$ cat src/rtl/wb_pkg.sv
// wb_pkg: shared widths and types for the register-file write-back arbiter.
//   XLEN_DEF : default datapath width
//   REG_AW   : register address width
//   wb_req_t : buffered mul/div result (destination + data)
//   wb_src_e : write-port source selection
package wb_pkg;

  localparam int unsigned XLEN_DEF = 32;
  localparam int unsigned REG_AW   = 5;

  typedef struct packed {
    logic [REG_AW-1:0]   rd;
    logic [XLEN_DEF-1:0] data;
  } wb_req_t;

  typedef enum logic [1:0] {
    WB_NONE,
    WB_PIPE,
    WB_MD
  } wb_src_e;

endpackage

$ cat src/rtl/wb_fifo.sv
// wb_fifo: synchronous FIFO of wb_req_t with occupancy count.
// Ports:
//   clk, rst (sync, active-low)
//   push, push_data : write one entry (caller guarantees not full)
//   pop             : drop the head entry (caller guarantees not empty)
//   head            : current head entry
//   count, full, empty : occupancy status
module wb_fifo
  import wb_pkg::*;
#(
  parameter int unsigned DEPTH = 2
) (
  input  logic                     clk,
  input  logic                     rst,
  input  logic                     push,
  input  wb_req_t                  push_data,
  input  logic                     pop,
  output wb_req_t                  head,
  output logic [$clog2(DEPTH):0]   count,
  output logic                     full,
  output logic                     empty
);

  localparam int unsigned AW = $clog2(DEPTH);
  localparam int unsigned CW = AW + 1;

  wb_req_t         mem [DEPTH];
  logic [AW-1:0]   wr_ptr;
  logic [AW-1:0]   rd_ptr;

  // Pointers wrap naturally because DEPTH is a power of two.
  always_ff @(posedge clk) begin
    if (!rst) begin
      wr_ptr <= '0;
      rd_ptr <= '0;
      count  <= '0;
    end else begin
      if (push) wr_ptr <= wr_ptr + AW'(1);
      if (pop)  rd_ptr <= rd_ptr + AW'(1);
      if (push && !pop)      count <= count + CW'(1);
      else if (pop && !push) count <= count - CW'(1);
    end
  end

  // Storage carries no reset; stale entries are unreachable after pointers clear.
  always_ff @(posedge clk) begin
    if (push) mem[wr_ptr] <= push_data;
  end

  assign head  = mem[rd_ptr];
  assign full  = (count == CW'(DEPTH));
  assign empty = (count == '0);

endmodule

$ cat src/rtl/wb_arbiter.sv
// wb_arbiter: merges the MEM/WB pipeline result and the mul/div result stream
// onto the single register-file write port, with a pending-result scoreboard.
// Optional macro WB_BYPASS_EN adds combinational read bypass ports.
// Ports:
//   clk, rst (sync, active-low)
//   pipe_valid/pipe_rd/pipe_data : non-stallable pipeline result
//   md_valid/md_rd/md_data/md_ready : mul/div result handshake
//   issue_valid/issue_rd : mul/div op launched by decode
//   we/waddr/wd : registered register-file write
//   pending : per-register "awaiting mul/div result" flags
//   md_count : result FIFO occupancy
//   [WB_BYPASS_EN] rd_addr1/2, rf_data1/2 in; byp_data1/2 out
module wb_arbiter
  import wb_pkg::*;
#(
  parameter int unsigned XLEN     = 32,
  parameter int unsigned MD_DEPTH = 2
) (
  input  logic                      clk,
  input  logic                      rst,
  input  logic                      pipe_valid,
  input  logic [4:0]                pipe_rd,
  input  logic [XLEN-1:0]           pipe_data,
  input  logic                      md_valid,
  input  logic [4:0]                md_rd,
  input  logic [XLEN-1:0]           md_data,
  output logic                      md_ready,
  input  logic                      issue_valid,
  input  logic [4:0]                issue_rd,
  output logic                      we,
  output logic [4:0]                waddr,
  output logic [XLEN-1:0]           wd,
  output logic [31:0]               pending,
  output logic [$clog2(MD_DEPTH):0] md_count
`ifdef WB_BYPASS_EN
  ,
  input  logic [4:0]                rd_addr1,
  input  logic [4:0]                rd_addr2,
  input  logic [XLEN-1:0]           rf_data1,
  input  logic [XLEN-1:0]           rf_data2,
  output logic [XLEN-1:0]           byp_data1,
  output logic [XLEN-1:0]           byp_data2
`endif
);

  wb_req_t  fifo_in;
  wb_req_t  fifo_head;
  logic     fifo_push;
  logic     fifo_pop;
  logic     fifo_full;
  logic     fifo_empty;
  wb_src_e  src;
  logic [31:0] pending_nxt;

  // Mul/div result buffer.
  assign fifo_in   = '{rd: md_rd, data: XLEN_DEF'(md_data)};
  assign md_ready  = rst && !fifo_full;
  assign fifo_push = md_valid && md_ready;

  wb_fifo #(
    .DEPTH (MD_DEPTH)
  ) u_fifo (
    .clk       (clk),
    .rst       (rst),
    .push      (fifo_push),
    .push_data (fifo_in),
    .pop       (fifo_pop),
    .head      (fifo_head),
    .count     (md_count),
    .full      (fifo_full),
    .empty     (fifo_empty)
  );

  // Source selection: pipeline has priority; an x0 pipeline result frees the slot.
  always_comb begin
    src = WB_NONE;
    if (pipe_valid && (pipe_rd != 5'd0)) src = WB_PIPE;
    else if (!fifo_empty)                src = WB_MD;
  end

  assign fifo_pop = (src == WB_MD);

  // Write-port output registers; an x0 FIFO head is consumed without a write.
  always_ff @(posedge clk) begin
    if (!rst) begin
      we    <= 1'b0;
      waddr <= '0;
      wd    <= '0;
    end else begin
      unique case (src)
        WB_PIPE: begin
          we    <= 1'b1;
          waddr <= pipe_rd;
          wd    <= pipe_data;
        end
        WB_MD: begin
          we <= (fifo_head.rd != 5'd0);
          if (fifo_head.rd != 5'd0) begin
            waddr <= fifo_head.rd;
            wd    <= XLEN'(fifo_head.data);
          end
        end
        default: we <= 1'b0;
      endcase
    end
  end

  // Scoreboard next state: clear on a real mul/div write, then set (set wins).
  always_comb begin
    pending_nxt = pending;
    if ((src == WB_MD) && (fifo_head.rd != 5'd0)) pending_nxt[fifo_head.rd] = 1'b0;
    if (issue_valid && (issue_rd != 5'd0))        pending_nxt[issue_rd]     = 1'b1;
    pending_nxt[0] = 1'b0;
  end

  always_ff @(posedge clk) begin
    if (!rst) pending <= '0;
    else      pending <= pending_nxt;
  end

`ifdef WB_BYPASS_EN
  // Forward the value being written this cycle to decode's read ports.
  assign byp_data1 = (we && (waddr == rd_addr1) && (waddr != 5'd0)) ? wd : rf_data1;
  assign byp_data2 = (we && (waddr == rd_addr2) && (waddr != 5'd0)) ? wd : rf_data2;
`endif

endmodule

$ cat config.mk
export PLATFORM = sky130hd
export DESIGN_NAME = wb_arbiter
export DESIGN_NICKNAME = d
export VERILOG_FILES = /design/src/rtl/wb_pkg.sv /design/src/rtl/wb_fifo.sv /design/src/rtl/wb_arbiter.sv
export SDC_FILE = /design/constraint.sdc
export NUM_CORES = 1
export LEC_CHECK = 0
export CELL_PAD_IN_SITES_DETAIL_PLACEMENT = 1
export CELL_PAD_IN_SITES_GLOBAL_PLACEMENT = 2
export CORE_UTILIZATION = 35
export CTS_BUF_LIST = sky130_fd_sc_hd__clkbuf_4
export CTS_CLUSTER_DIAMETER = 120
export DETAILED_ROUTE_END_ITERATION = 7
export GPL_TIMING_DRIVEN = 0
export PLACE_DENSITY = 0.89
export SLEW_MARGIN = 30
export SYNTH_ARGS = -nofsm -noshare
export SYNTH_HDL_FRONTEND = slang
export SYNTH_SLANG_ARGS = --single-unit
$ cat constraint.sdc
create_clock -name clk -period 7.2 [get_ports clk]
set_input_delay 0.72 -clock clk [delete_from_list [all_inputs] [get_ports clk]]
set_output_delay 0.72 -clock clk [all_outputs]
set_load 0.03 [all_outputs]
## Yosys cells after proc, flatten, opt, wreduce, memory -nomap -nowiden

Memory sizes are Yosys's and may differ from the RTL's. A register that Yosys moved wholly into a read port is not among the register bits.
Cells that the tools add are included.

| storage, ports and cells | value |
|---|---|
| register bits | 74 |
| bits in latches | 0 |
| bits in writable memories | 74 |
| bits in read-only memories | 0 |
| output and inout bits | 73 |
| memories | 1 |

Memories:

| memory | depth | bits a word | rd ports | clocked after memory_dff | write ports | RTL line | source |
|---|---|---|---|---|---|---|---|
| u_fifo.mem | 2 | 37 | 1 | 1 | 1 | wb_fifo.sv:27 | `wb_req_t mem [DEPTH];` |

| operators by class | value |
|---|---|
| add/sub/neg operators | 4 |
| multiply operators | 0 |
| divide/modulo/power cells | 0 |
| order comparisons | 4 |
| equality and inequality tests | 4 |
| shift operators | 0 |
| muxes and demuxes | 19 |
| bitwise operators | 3 |
| reduce and logical (&&, ||, !) cells | 19 |

Operator list:

| cell | number |
|---|---|
| $mux 32 | 3 |
| $pmux 32 s2 | 1 |
| $and 32x32->32 | 1 |
| $not 32->32 | 1 |
| $or 32x32->32 | 1 |
| $reduce_bool 5->1 | 3 |
| $lt 5x6->1 const B | 2 |
| $demux 1 s5 | 2 |
| $ge 5x1->1 const B | 2 |
| $pmux 5 s2 | 1 |
| $logic_and 1x1->1 | 9 |
| $mux 2 | 4 |
| $mux 1 | 6 |
| $mux 5 | 1 |
| $eq 2x2->1 const B | 2 |
| $reduce_bool 2->1 | 2 |
| $logic_not 1->1 | 3 |
| $add 1x1->1 const B | 2 |
| $add 2x1->2 const B | 1 |
| $eq 2x1->1 const B | 1 |
| $logic_not 2->1 | 1 |
| $ne 2x2->1 const B | 1 |
| $pmux 1 s2 | 1 |
| $reduce_and 2->1 | 1 |
| $sub 2x1->2 const B | 1 |

## Logic depth before layout (Yosys ltp)

Gate-level depths: netlist of run 1.

| logic depth | value |
|---|---|
| depth in word-level cells | 9 |
| gate-level depth with buffers | 9 |

## By module

A second synthesis of run 1 with hierarchy kept.

| unflattened totals | value |
|---|---|
| cell total of the unflattened synthesis | 505 |
| area total of the unflattened synthesis | 5,908.2 µm² |

Modules (own cells, without submodules):

| module | instances | cells each | area each (µm²) |
|---|---|---|---|
| wb_arbiter | 1 | 368 | 3,011.6 |
| wb_fifo | 1 | 137 | 2,896.5 |

## Worst setup path after synthesis of run 1

Ideal clock, no wire load.

| timing path | value |
|---|---|
| path kind | register to register |
| from | reg u_fifo.count[0] |
| to | mem u_fifo.mem[0][0] (netlist name), enable pin |
| setup time | 0.431 ns |
| arrival time | 2.510 ns |
| required time | 6.769 ns |
| path slack | 4.259 ns |
| stages on the path, launching flop included | 4 |
| cells stage by stage | dfxtp_1 -> clkbuf_1 -> o211ai_1 -> nor2_1 |

| on the way | value |
|---|---|
| longest elaborated chain between the ends | 6 |

Ends and longest elaborated chain:

| item | RTL line | source |
|---|---|---|
| start, declared | wb_fifo.sv:19 | `output logic [$clog2(DEPTH):0] count,` |
| start signal, assigned | wb_fifo.sv:40 | `if (push && !pop) count <= count + CW'(1);` |
| start signal, assigned | wb_fifo.sv:41 | `else if (pop && !push) count <= count - CW'(1);` |
| $eq 2x2->1 | wb_fifo.sv:51 | `assign full = (count == CW'(DEPTH));` |
| $logic_not 1->1 | wb_arbiter.sv:57 | `assign md_ready = rst && !fifo_full;` |
| $logic_and 1x1->1 | wb_arbiter.sv:57 |  |
| $logic_and 1x1->1 | wb_arbiter.sv:58 | `assign fifo_push = md_valid && md_ready;` |
| $mux 1 | wb_fifo.sv:47 | `if (push) mem[wr_ptr] <= push_data;` |
| $mux 1 (not written as such) | wb_fifo.sv:47 |  |
| end, declared | wb_fifo.sv:27 |  |

Every way passes these cells.

## Final worst setup path of run 1

| timing path | value |
|---|---|
| from | in rst |
| to | out md_ready |

| on the way | value |
|---|---|
| longest elaborated chain between the ends | 1 |

Ends and longest elaborated chain:

| item | RTL line | source |
|---|---|---|
| start, declared | wb_arbiter.sv:20 | `input logic rst,` |
| $logic_and 1x1->1 | wb_arbiter.sv:57 |  |
| end, declared | wb_arbiter.sv:27 | `output logic md_ready,` |

Every way passes these cells.

==> impl_metrics.ini, run 1 <==
[hold_path]
holdCritPathClass = reg -> reg

[timing]
relative_max_transition_margin_pct = 49.29
max_slew_violation_total_from_the_final_report = 0
whs_ns = 0.4857
worstMarginPinSlew_ns = 0.7607
unrepaired_setup_endpoints_after_global_routing = false
timing.final.crit_share_pct = 45.73
timing_hold_violations_final = 0
post-route-min-period_ns = 3.292
final.setup_skew_ns = 0.02348
totalNegativeSetupSlack_ns = 0
setup_viol = 0
clock.fmax_ghz = 0.3037

[detailed_routing]
drtPass1Iterations = 4
count_of_nets_left_with_antenna_violations_after_detail_routing = 0
drt_iter0_drc = 296
vias_per_cell = 5.474
via_count = 5146
route.final.wire_length_mm = 18.58
routedWlPerCell_um = 19.76
drt_drc_violations_left = 0

[critical_path]
worstPathArrival_ns = 2.57
setup.reg_to_reg.worst_slack_ns = 4.71
crit_path_start_kind = primary input
endpoint_kind = output pin
worst_ep_required_time_ns = 6.48
timing.setup.critical_path_class = in -> out
timing.critical_path.fanout_max = 10

[cells_and_area]
antenna_cells = 0
filler_cell_count = 1859
area_growth_pct = 35.42
layout-drive-gt1-share_pct = 9.091
fin_nets = 787

[clock_network]
tritoncts_num_sinks = 148
cts.root.buffer_cell = clkbuf_4
cts_hold_buffers = 0
tritoncts = yes
postCtsResizedCells = 0
cts_max_level = 4
worst_setup_hold_path_clk_slew_ns = 0.13
worstSkewPairLatency_ns = 0.57
tritoncts_buffer_count = 17
cts.path.max_buffers = 2
cts_post_setup_buffers_inserted = 0

[logic_synthesis]
syn-mean-instance-area_um2 = 11.75
synth_area_leader_cell = edfxtp_1
post_synth_main_area_contributors = edfxtp_1 36%, dfxtp_1 24%, mux2i_1 5.8%, a32o_1 5.2%, a21o_1 4.0%
synth_seq_area_share_pct = 59.91
ys_async_sr_fraction_pct = 0
synthCells = 526
ys.flop_type = edfxtp_1
synth_common_cells = 74 x dfxtp_1, 74 x edfxtp_1, 39 x a21oi_1, 36 x mux2i_1, 35 x nand3_1
postSynthRegisterBits = 148
synth-edff-count = 74
synth_fp_nets = 611
ys_types = 52
mappedNetlistArea_um2 = 6182
number_of_warnings_printed_during_yosys_synthesis = 0
synth_largest_type_area_fraction_pct = 35.94

[floorplan]
number_of_standard_cell_rows_in_the_floorplan = 48
ios = 157
die_h_um = 134.9
core_region_area_um2 = 17300
initial_utilization_pct = 35.74
design.die.area_um2 = 18200
die_w_um = 134.9

[global_routing]
largest_net_degree_at_the_start_of_global_routing = 24
initial_antenna_violation_count = 1
tot_gr_track_use_pct = 21.29
grt_first_pass_wirelength_mm = 29.24
globalRoute.totalOverflow = 0
number_of_global_route_vias_before_repair = 5488

[power_and_ir_drop]
totalPowerFinal_mw = 2.589
leakage_nw = 2.861
power_per_cell_area_nw_per_um2 = 309.2
vdd_ir_drop_max_v = 0.0001605

[outcome]
outcome = complete, no violations

[placed_design]
port-buffer-count = 155
finalWeightedCongestion = 0.8369
dpl.hpwl_mm = 13.97

[flow_run]
maxCapViolations = 0
==> cell usage in the layout, fill, tap and decap left out, types with 6 or more instances in the layout <==
master	n
clkdlybuf4s50_1	155
dfxtp_1	74
edfxtp_1	74
a21oi_1	39
mux2i_1	36
nand3_1	35
a21o_1	33
a32o_1	32
nand2_1	30
clkbuf_1	24
a311oi_1	23
nor2_1	20
clkbuf_4	18
o21ai_0	15
buf_2	10
nand2b_1	6
==> per-layer routing <==
layer  track usage [%]  routed length, µm
met1             25.35               7648
met2             36.77               9442
met3             5.818               1101
met4             7.491                368
met5                 0                 13
==> final cells by class <==
type	instances	area (µm²)	share of cell area, %
clock inverters	14	151.4	1.808
flip-flops and latches	148	3704	44.24
plain buffers	40	166.4	1.988
inverters	6	22.52	0.2690
well taps	225	281.5	3.363
multi-input cells	332	2305	27.53
repair buffers	157	1607	19.19
clock buffers	18	135.1	1.614
==> state kept, by name (all words and copies together) (netlist names), named ones only <==
name and count:
wd 32, waddr 5, we 1, u_fifo.wr_ptr 1, u_fifo.count 2, u_fifo.rd_ptr 1
pending 31, u_fifo.mem 74
==> cell families after synthesis <==
group | share of synthesized area, %
buffers and inverters | 3.056
multiplexers | 6.375
AND/OR/NAND/NOR | 10.20
adder cells (fa/ha/maj) | 0.2024
flip-flops | 59.91
XOR/XNOR | 0.4251
other | 0.06066
AO/OA/AOI/OAI | 19.77
==> where the power goes <==
| group | internal (mW) | leakage [nW] | switching [mW] |
|---|---|---|---|
| Combinational | 0.418 | 1.42 | 0.591 |
| Sequential | 0.990 | 1.28 | 0.0546 |
| Clock | 0.215 | 0.151 | 0.320 |
| Total | 1.62 | 2.86 | 0.966 |
==> critical path, cell delays in order <==
cell and delay [ns]:
clkdlybuf4s50_1 0.56, clkbuf_1 0.41, o21a_1 0.21, clkdlybuf4s50_1 0.67
==> metrics by stage <==
| step | area (µm²) | std cells | utilization (%) | setup WS [ns] |
|---|---|---|---|---|
| after floorplan | 6182 | 526 | - | 4.259 |
| after global placement | 8015 | 906 | 46.34 | 2.811 |
| after detailed placement | 8085 | 908 | 46.74 | 3.872 |
| after CTS | 8372 | 940 | 48.40 | 3.879 |
| after global routing | 8372 | 940 | 48.40 | 3.836 |
| final | 8372 | 940 | 48.40 | 3.908 |
==> path summary, 6_finish.rpt <==
check / startpoint / endpoint / cells after the start
setup / recovery: rst / md_ready / 4
hold / removal: waddr[2]$_SDFFE_PN0P_ / waddr[2]$_SDFFE_PN0P_ / 2
setup reg to reg: u_fifo.count[0]$_SDFFE_PN0P_ / u_fifo.count[1]$_SDFFE_PN0P_ / 8
hold reg to reg: waddr[2]$_SDFFE_PN0P_ / waddr[2]$_SDFFE_PN0P_ / 2
Power figures use the tool's default switching activity.
==> inputs of run 2 (changes only) <==
CORE_UTILIZATION = 29   (was 35)
PLACE_DENSITY = 0.79   (was 0.89)
clock period = 3 ns   (was 7.2 ns; I/O delays follow)
==> run 2 against run 1 <==
Largest power group unchanged. Critical path depth rose by 4. Clock skew fell by 0.0018 ns. Cell area rose by 0.37%. Total power grew 130%. Highest routed layer is now met4. First-iteration DRC count down 27%. Die area rose by 20%.
==> impl_metrics.ini, run 2 (synthesis results as in run 1) <==
[cells_and_area]
fin_nets = 787
top_regs = u_fifo.mem x74, wd x32, pending x31
mostFrequentLayoutCells = 155 x clkdlybuf4s50_1, 74 x dfxtp_1, 74 x edfxtp_1, 39 x a21oi_1, 36 x mux2i_1
postLayoutCoreUtil_pct = 40.10
largest_register_ffs = 74
layout-drive-gt1-share_pct = 9.231
filler_cell_count = 2323
area_growth_pct = 35.92
antenna_cells = 0
layout_commonest_cell = clkdlybuf4s50_1
registers.top_by_ff_count = u_fifo.mem

[detailed_routing]
route.final.wire_length_mm = 18.68
routedWlPerCell_um = 18.87
met3RoutedLength_mm = 1.500
count_of_nets_left_with_antenna_violations_after_detail_routing = 0
drt_drc_violations_left = 0
route.met2.wl_mm = 9.151
m1WireLength_mm = 7.765
via_count = 5053
drt_iter0_drc = 216
dr.max_layer_used = met4
drtPass1Iterations = 4
vias_per_cell = 5.104

[critical_path]
worstPathArrival_ns = 2.96
crit_path_start_kind = flop
endpoint_kind = flop
worst_ep_required_time_ns = 3.50
timing.critical_path.fanout_max = 10
timing.setup.critical_path_class = reg -> reg

[power_and_ir_drop]
vdd_ir_drop_max_v = 0.0003411
combinational_share_of_power_pct = 39.4
clkPwrFrac_pct = 19.2
leakage_nw = 2.839
netSwitchingPower_mw = 2.315
totalPowerFinal_mw = 6.052
power_per_cell_area_nw_per_um2 = 720.2
p_seq_share_pct = 41.4
swShare_pct = 38.26
p_int_mw = 3.737

[hold_path]
holdCritPathClass = in -> reg

[clock_network]
cts_post_setup_buffers_inserted = 0
cts_hold_buffers = 0
postCtsResizedCells = 0
cts_max_level = 4
worst_setup_hold_path_clk_slew_ns = 0.14
cts.root.buffer_cell = clkbuf_4
worstSkewPairLatency_ns = 0.55
tritoncts = yes
cts.path.max_buffers = 2
tritoncts_num_sinks = 148
tritoncts_buffer_count = 17

[placed_design]
dpl.hpwl_mm = 14.15
finalWeightedCongestion = 0.8336
port-buffer-count = 155

[timing]
setup_viol = 0
clock.fmax_ghz = 0.4057
whs_ns = 0.3194
max_slew_violation_total_from_the_final_report = 0
final.setup_skew_ns = 0.02172
relative_max_transition_margin_pct = 49.61
timing.final.crit_share_pct = 82.16
unrepaired_setup_endpoints_after_global_routing = false
timing_hold_violations_final = 0
worstMarginPinSlew_ns = 0.7559
post-route-min-period_ns = 2.465

[global_routing]
initial_antenna_violation_count = 0
tot_gr_track_use_pct = 17.72
largest_net_degree_at_the_start_of_global_routing = 21
grt_first_pass_wirelength_mm = 29.44
number_of_global_route_vias_before_repair = 5376
globalRoute.totalOverflow = 0

[floorplan]
core_region_area_um2 = 20960
ios = 157
die_w_um = 148.0
die_h_um = 148.0
initial_utilization_pct = 29.50
number_of_standard_cell_rows_in_the_floorplan = 53
design.die.area_um2 = 21910

[flow_run]
maxCapViolations = 0

[outcome]
outcome = complete, no violations
==> run 2: changes by cell type in the layout (fill, tap and decap cells not counted), sizes merged <==
cell,previous run,this run
clkinvlp,2,4
bufinv,2,0
==> run 2: power groups by stage <==
stage	Sequential, mW	Clock (mW)	Combinational, mW
2_1_floorplan	2.81	0	1.24
3_3_place_gp	2.54	0	2.31
3_5_place_dp	2.55	0	2.41
4_1_cts	2.51	1.21	2.42
5_1_grt	2.54	1.27	2.58
6_report	2.51	1.16	2.38
==> run 2: layer usage <==
metal | global-route usage [%] | vias up
li1 | - | 2386
met1 | 20.04 | 2490
met2 | 30.94 | 159
met3 | 5.926 | 18
met4 | 6.289 | 0
met5 | 0 | -
==> run 2: stage by stage <==
step / TNS (ns) / setup slack, ns / std cells / area (µm²)
5_1_grt: 0 / 0.3565 / 990 / 8403
3_3_place_gp: -80.24 / -1.092 / 956 / 8078
6_report: 0 / 0.5351 / 990 / 8403
2_1_floorplan: 0 / 0.05910 / 526 / 6182
4_1_cts: 0 / 0.5053 / 990 / 8403
3_5_place_dp: 0 / 0.04240 / 958 / 8148
==> run 2: path summary, 6_finish.rpt <==
| kind | start | end | slack [ns] | cells after the start |
|---|---|---|---|---|
| hold reg to reg | waddr[2]$_SDFFE_PN0P_ | waddr[2]$_SDFFE_PN0P_ | 0.50 | 2 |
| setup reg to reg | u_fifo.count[0]$_SDFFE_PN0P_ | u_fifo.count[1]$_SDFFE_PN0P_ | 0.54 | 8 |
| hold / removal | md_data[7] | u_fifo.mem[1][7]$_DFFE_PP_ | 0.32 | 1 |
| setup / recovery | u_fifo.count[0]$_SDFFE_PN0P_ | u_fifo.count[1]$_SDFFE_PN0P_ | 0.54 | 8 |
==> run 2: critical path, cell delays in order, from the launching register on <==
cell and delay (ns):
dfxtp_1 0.36, clkbuf_1 0.26, or2_2 0.17, buf_2 0.22, clkbuf_1 0.43, nand2_1 0.11
ha_1 0.36, or3_1 0.36, a21oi_1 0.14
==> run 2: area by class of cell <==
cell class | instances | area, µm² | share of cell area [%]
multi-input combinational | 332 | 2305 | 27.43
buffer | 40 | 166.4 | 1.980
tap | 275 | 344.1 | 4.095
clock inverter | 14 | 120.1 | 1.429
inverter | 6 | 22.52 | 0.2680
clock buffer | 18 | 135.1 | 1.608
sequential | 148 | 3704 | 44.07
timing repair buffer | 157 | 1607 | 19.12
